File: config.mk
export PLATFORM = sky130hd
export DESIGN_NAME = rr_ch_arbiter_flat
export DESIGN_NICKNAME = d
export VERILOG_FILES = /design/src/rtl/rr_ch_arbiter_pkg.sv /design/src/rtl/rr_ch_arbiter_if.sv /design/src/rtl/rr_ch_arbiter_pick.sv /design/src/rtl/rr_ch_arbiter.sv /design/src/flat_wrapper.sv
export SDC_FILE = /design/constraint.sdc
export NUM_CORES = 1
export LEC_CHECK = 0
export CORE_AREA = 2 2 131 133
export DETAILED_ROUTE_END_ITERATION = 10
export DIE_AREA = 0 0 133 135
export GPL_ROUTABILITY_DRIVEN = 0
export PLACE_DENSITY_LB_ADDON = 0.25
export SLEW_MARGIN = 15
export SYNTH_ARGS = -nofsm -noshare
export SYNTH_HDL_FRONTEND = slang
export SYNTH_SLANG_ARGS = --single-unit
File: constraint.sdc
create_clock -name clock -period 6 [get_ports clock]
set_input_delay 1.2 -clock clock [delete_from_list [all_inputs] [get_ports clock]]
set_output_delay 1.2 -clock clock [all_outputs]
set_load 0.01 [all_outputs]
File: src/rtl/rr_ch_arbiter_pkg.sv
// Shared types and defaults for the round-robin channel arbiter.
// Imported by the interface, the picker and the arbiter top.
package rr_arb_pkg;

  localparam int NUM_CH_DEF = 8;
  localparam int DATA_W_DEF = 32;
  localparam int CH_W_DEF   = $clog2(NUM_CH_DEF);

  typedef enum logic {
    IDLE,
    BURST_HOLD
  } state_t;

  typedef logic [CH_W_DEF-1:0] ch_idx_t;

endpackage

File: src/rtl/rr_ch_arbiter_if.sv
// Valid/ready bundle: N input channels merged onto one output.
// slave = arbiter side, master = producer/consumer side.
interface rr_ch_arbiter_if
  import rr_arb_pkg::*;
#(
  parameter int NUM_CH = NUM_CH_DEF,
  parameter int DATA_W = DATA_W_DEF
) ();

  localparam int CH_W = $clog2(NUM_CH);

  logic [NUM_CH-1:0]        in_valid;
  logic [NUM_CH*DATA_W-1:0] in_data;
  logic [NUM_CH-1:0]        in_ready;
  logic                     out_valid;
  logic [DATA_W-1:0]        out_data;
  logic [CH_W-1:0]          out_ch;
  logic                     out_ready;

  modport slave (
    input  in_valid,
    input  in_data,
    input  out_ready,
    output in_ready,
    output out_valid,
    output out_data,
    output out_ch
  );

  modport master (
    output in_valid,
    output in_data,
    output out_ready,
    input  in_ready,
    input  out_valid,
    input  out_data,
    input  out_ch
  );

endinterface

File: src/rtl/rr_ch_arbiter_pick.sv
// Rotating first-one finder: searches req upward from ptr,
// wrapping modulo NUM_CH (power of two).
module rr_pick
  import rr_arb_pkg::*;
#(
  parameter  int NUM_CH = NUM_CH_DEF,
  localparam int CH_W   = $clog2(NUM_CH)
) (
  input  logic [NUM_CH-1:0] i_req,
  input  logic [CH_W-1:0]   i_ptr,
  output logic [NUM_CH-1:0] o_gnt,
  output logic [CH_W-1:0]   o_idx,
  output logic              o_any
);

  // first requester at or after ptr, in rotating order
  always_comb begin
    logic [CH_W-1:0]   w_pos;
    logic [NUM_CH-1:0] w_gnt;
    logic [CH_W-1:0]   w_idx;
    logic              w_found;
    w_pos   = '0;
    w_gnt   = '0;
    w_idx   = '0;
    w_found = 1'b0;
    for (int i = 0; i < NUM_CH; i++) begin
      w_pos = i_ptr + CH_W'(i);
      if (!w_found && i_req[w_pos]) begin
        w_found      = 1'b1;
        w_idx        = w_pos;
        w_gnt[w_pos] = 1'b1;
      end
    end
    o_gnt = w_gnt;
    o_idx = w_idx;
    o_any = w_found;
  end

endmodule

File: src/rtl/rr_ch_arbiter.sv
// Round-robin N:1 channel arbiter with burst hold,
// enable mask and a one-entry registered output stage.
module rr_ch_arbiter
  import rr_arb_pkg::*;
#(
  parameter  int NUM_CH = NUM_CH_DEF,
  parameter  int DATA_W = DATA_W_DEF,
  parameter  int BURST  = 4,
  localparam int CH_W   = $clog2(NUM_CH)
) (
  input  logic              clock,
  input  logic              reset,
  input  logic [NUM_CH-1:0] ch_enable,
  output logic [15:0]       beat_cnt,
  rr_ch_arbiter_if.slave    bus
);

  localparam int BC_W = 5;

  state_t            r_state;
  logic [CH_W-1:0]   r_ptr;
  logic [CH_W-1:0]   r_owner;
  logic [BC_W-1:0]   r_bc;
  logic              r_out_valid;
  logic [DATA_W-1:0] r_out_data;
  logic [CH_W-1:0]   r_out_ch;
  logic [15:0]       r_beat_cnt;

  logic              w_load_en;
  logic [NUM_CH-1:0] w_req;
  logic              w_hold;
  logic [CH_W-1:0]   w_pick_ptr;
  logic [NUM_CH-1:0] w_pick_gnt;
  logic [CH_W-1:0]   w_pick_idx;
  logic              w_pick_any;
  logic              w_fire;
  logic [CH_W-1:0]   w_gidx;
  logic [BC_W-1:0]   w_bc_nxt;
  logic [DATA_W-1:0] w_gdata;

  // on release the search starts just past the old owner
  rr_pick #(.NUM_CH(NUM_CH)) u_pick (
    .i_req (w_req),
    .i_ptr (w_pick_ptr),
    .o_gnt (w_pick_gnt),
    .o_idx (w_pick_idx),
    .o_any (w_pick_any)
  );

  // grant decision: keep the burst owner, else rotate
  always_comb begin
    w_load_en  = !r_out_valid || bus.out_ready;
    w_req      = bus.in_valid & ch_enable;
    w_hold     = (r_state == BURST_HOLD) && w_req[r_owner];
    w_pick_ptr = (r_state == BURST_HOLD)
               ? r_owner + CH_W'(1) : r_ptr;
    w_fire     = !reset && w_load_en
               && (w_hold || w_pick_any);
    w_gidx     = w_hold ? r_owner : w_pick_idx;
    w_bc_nxt   = w_hold ? r_bc + BC_W'(1) : BC_W'(1);
    w_gdata    = bus.in_data[w_gidx*DATA_W +: DATA_W];
    bus.in_ready = '0;
    if (w_fire) begin
      if (w_hold) bus.in_ready[r_owner] = 1'b1;
      else        bus.in_ready = w_pick_gnt;
    end
  end

  // output register, beat counter and burst FSM
  always_ff @(posedge clock) begin
    if (reset) begin
      r_state     <= IDLE;
      r_ptr       <= '0;
      r_owner     <= '0;
      r_bc        <= '0;
      r_out_valid <= 1'b0;
      r_out_data  <= '0;
      r_out_ch    <= '0;
      r_beat_cnt  <= '0;
    end else begin
      if (r_out_valid && bus.out_ready
          && r_beat_cnt != 16'hFFFF)
        r_beat_cnt <= r_beat_cnt + 16'd1;
      if (w_fire) begin
        r_out_valid <= 1'b1;
        r_out_data  <= w_gdata;
        r_out_ch    <= w_gidx;
      end else if (w_load_en) begin
        r_out_valid <= 1'b0;
      end
      if (w_fire) begin
        r_bc <= w_bc_nxt;
        if (w_bc_nxt >= BC_W'(BURST)) begin
          r_state <= IDLE;
          r_ptr   <= w_gidx + CH_W'(1);
        end else begin
          r_state <= BURST_HOLD;
          r_owner <= w_gidx;
        end
      end else if (w_load_en && r_state == BURST_HOLD) begin
        r_state <= IDLE;
        r_ptr   <= r_owner + CH_W'(1);
      end
    end
  end

  assign bus.out_valid = r_out_valid;
  assign bus.out_data  = r_out_data;
  assign bus.out_ch    = r_out_ch;
  assign beat_cnt      = r_beat_cnt;

endmodule

File: src/flat_wrapper.sv
// flat-port wrapper written by rule: the top's interface ports become plain ports
module rr_ch_arbiter_flat import rr_arb_pkg::*;
#(
  parameter  int NUM_CH = NUM_CH_DEF,
  parameter  int DATA_W = DATA_W_DEF,
  parameter  int BURST  = 4,
  localparam int CH_W   = $clog2(NUM_CH)
)
  (clock, reset, ch_enable, beat_cnt, bus_in_valid, bus_in_data, bus_out_ready, bus_in_ready, bus_out_valid, bus_out_data, bus_out_ch);
  rr_ch_arbiter_if #(.NUM_CH(NUM_CH), .DATA_W(DATA_W)) bus_i ();
  input  logic clock;
  input  logic reset;
  input  logic [NUM_CH-1:0] ch_enable;
  output logic [15:0] beat_cnt;
  input wire logic [$bits(bus_i.in_valid)-1:0] bus_in_valid;
  input wire logic [$bits(bus_i.in_data)-1:0] bus_in_data;
  input wire logic [$bits(bus_i.out_ready)-1:0] bus_out_ready;
  output wire logic [$bits(bus_i.in_ready)-1:0] bus_in_ready;
  output wire logic [$bits(bus_i.out_valid)-1:0] bus_out_valid;
  output wire logic [$bits(bus_i.out_data)-1:0] bus_out_data;
  output wire logic [$bits(bus_i.out_ch)-1:0] bus_out_ch;
  assign bus_i.in_valid = bus_in_valid;
  assign bus_i.in_data = bus_in_data;
  assign bus_i.out_ready = bus_out_ready;
  assign bus_in_ready = bus_i.in_ready;
  assign bus_out_valid = bus_i.out_valid;
  assign bus_out_data = bus_i.out_data;
  assign bus_out_ch = bus_i.out_ch;
  rr_ch_arbiter #(.NUM_CH(NUM_CH), .DATA_W(DATA_W), .BURST(BURST)) u_core (.clock(clock), .reset(reset), .ch_enable(ch_enable), .beat_cnt(beat_cnt), .bus(bus_i));
endmodule
==> results.cfg <==
[clock_tree]
cts_sinks = 64
cts_tree = yes
clk_pin_slew_worst_paths_ps = 50
clk_path_buf_depth = 2
cts_buffers = 9
cts_max_level = 3
clk_latency_ps = 330
cts_root_buf = clkbuf_16

[sta]
finalCritPeriodShare_pct = 96.6
hold_viol = 0
setup_slack_ps = 203
worstMarginPinSlew_ps = 838
relSlewSlack_pct = 44.0
fmax_mhz = 173
rsz0062_at_grt = true
whs_ps = 444
setup_viol = 0
min_period_ps = 5800
drv_slew = 0
clock_skew_ps = 8.74
setup_tns_ps = 0

[power]
p_total_mw = 7.77
vdd_ir_drop_max_uv = 836
power_density_nw_per_um2 = 761
leakage_nw = 4.00

[synthesis]
ys_types = 75
synth_largest_area_cell = dfxtp_1
yosysSeqAreaShare_pct = 20.4
synthArstFlopShare_pct = 0
synth_area_leaders = dfxtp_1 (20%), mux2i_1 (18%), mux2_2 (9.5%), o22ai_1 (3.7%), nor2_1 (3.5%)
synth_area_um2 = 6280
synth_edf_count = 0
synth-seq-cells = 64
synth.avg_cell_area_um2 = 8.40
yosys_warnings = 0
ys.flop_type = dfxtp_1
synthesis.nets = 1028
yosysTopAreaCellShare_pct = 20.4
syn-instance-count = 748

[critical_path]
ff2ff_path_depth = 16
criticalPathCategory = in -> out
slowest_stage = clkdlybuf4s50_1
crit_fanout = 6
startpoint_type = input pin
cp.required_ps = 4800
cp_slowest_stage_delay_ps = 600
critPathArrivalTime_ps = 4600
cp-end-kind = output port
r2r-start = u_core.r_owner[0]
crit_end = bus_in_ready[0]
r2r_end = u_core.bus.out_data[25]
crit_chain = clkdlybuf4s50_1 -> nand2_1 -> mux2i_2 -> mux2_2 -> mux2_2 -> a211oi_4 -> nand3_2 -> nor2_1 -> a31oi_1 -> nor3_1 -> a21oi_1 -> a221oi_1 -> clkdlybuf4s50_1
critPathLaunch = bus_in_valid[4]
reg2reg_setup_slack_ps = 990

[floorplan]
chipHeight_um = 135
die_area_um2 = 18000
core_um2 = 16400
start_util_pct = 38.3
io_pins = 335
die_x_um = 133
num_rows = 47

[place]
dp_worst_setup_slack_ps = 107
dp.cells = 1279
placed_cell_area_um2 = 9850
dp_hpwl_mm = 20.8
port_buffers = 334

[final_layout]
fin_nets = 1351
diodes = 0
final_common_cell = clkdlybuf4s50_1
syn2layout_area_growth_pct = 62.4
fillerInstances = 1444
postLayoutCoreUtil_pct = 62.2
fin_cells = 1295
drive_gt1_share_pct = 14.0
final_area_um2 = 10200
final_cell_mix = clkdlybuf4s50_1 (334), mux2i_1 (108), dfxtp_1 (63)

[grt]
overflow = 0
grt_use_total_pct = 28.3
grt_start_max_net_pins = 46
grt_pass1_vias = 7293
grt_first_pass_wirelength_mm = 39.9
antenna_found_initial = 2

[worst_hold_path]
hold_class = reg -> reg

[drt]
firstDrtPassIters = 5
wl_per_cell_um = 20.3
drtAntennaViolNets = 0
vias = 7326
drc = 0
drt-vias-per-instance = 5.66
totalWireLength_mm = 26.2
drt_iter0_drc = 628

[outcome]
status = finished clean

[run]
drv_cap = 0
==> cells in the mapped netlist (all sizes together), types with 2 or more instances <==
cell type / instances
a2111oi: 3
a211o: 19
a211oi: 11
a21boi: 3
a21o: 2
a21oi: 30
a221oi: 4
a222oi: 16
a22oi: 2
a311oi: 5
a31oi: 9
and2: 4
and3: 3
buf: 29
clkbuf: 29
dfxtp: 64
ha: 5
inv: 10
mux2: 53
mux2i: 114
mux4: 3
nand2: 51
nand2b: 7
nand3: 27
nand3b: 6
nand4: 9
nor2: 62
nor2b: 6
nor3: 13
nor4: 6
o211ai: 4
o21a: 2
o21ai: 44
o22ai: 38
o311ai: 5
o31ai: 7
or2: 6
or3: 6
or4: 3
xnor2: 7
xor2: 11
==> flip-flops by register name (all words and copies together) (netlist names) <==
signal	count
u_core.bus.out_ch	3
u_core.bus.out_valid	1
u_core.r_owner	3
u_core.bus.out_data	32
u_core.r_bc	5
u_core.r_ptr	3
u_core.beat_cnt	16
u_core.r_state	1
==> layout make-up <==
cell class,count,area (µm²),share of cell area (%)
Clock inverter,3,17.5,0.172
Clock buffer,12,256,2.51
Timing Repair Buffer,370,3640,35.7
Tap cell,220,275,2.70
Multi-Input combinational cell,616,4690,45.9
Inverter,10,42.5,0.417
Sequential cell,64,1280,12.6
==> worst min-delay path by stage <==
stage	start	to	depth (start not counted)
CTS	u_core.bus.out_ch[2]	u_core.bus.out_ch[2]	2
detailed placement	u_core.bus.out_ch[2]	u_core.bus.out_ch[2]	2
global placement	u_core.bus.out_ch[2]	u_core.bus.out_ch[2]	2
floorplan	u_core.bus.out_ch[2]	u_core.bus.out_ch[2]	2
global route	u_core.bus.out_data[25]	u_core.bus.out_data[25]	1
finish	u_core.bus.out_ch[2]	u_core.bus.out_ch[2]	2
==> cells by family (layout without fill, tap and decap cells) <==
logic type                 count (synthesis)  count (layout)  share of synthesized area (%)
AOI/OAI and AO/OA                        213             213                           24.0
DFF                                       64              64                           20.4
xor gates and xnor gates                  18              18                           2.87
and+or+nand+nor                          210             210                           16.5
muxes                                    170             170                           29.0
adders and majority gates                  5               5                          0.996
buffers and inverters                     68             395                           6.29
==> layer usage <==
layer,part of all wire (%),wire length [µm],up-vias,GRT usage (%)
met4,2.3,609,4,8.78
met2,48,12700,382,48.3
li1,-,-,3538,-
met1,39,10200,3361,33.9
met5,0.095,25,-,0
met3,10,2740,41,9.12
==> worst max-delay path: cells and delay by family <==
family,cells,cell delay (ps)
multiplexers,3,820
buffers and inverters,2,1020
AND/OR/NAND/NOR,4,760
AO/OA/AOI/OAI,4,790
==> repair_timing <==
action,4_1_cts,5_1_grt
setup endpoints to repair,3,8
setup buffers,0,1
hold buffers,0,0
pin swaps,0,1
resized for setup,2,19
endpoints found under the hold margin,0,0
==> where the power goes <==
group / internal (mW) / switching [mW] / total [mW]
combinational: 3.17 / 3.45 / 6.62
sequential: 0.583 / 0.0808 / 0.664
clock: 0.298 / 0.185 / 0.483
total: 4.05 / 3.71 / 7.77
Power figures use the tool's default switching activity.
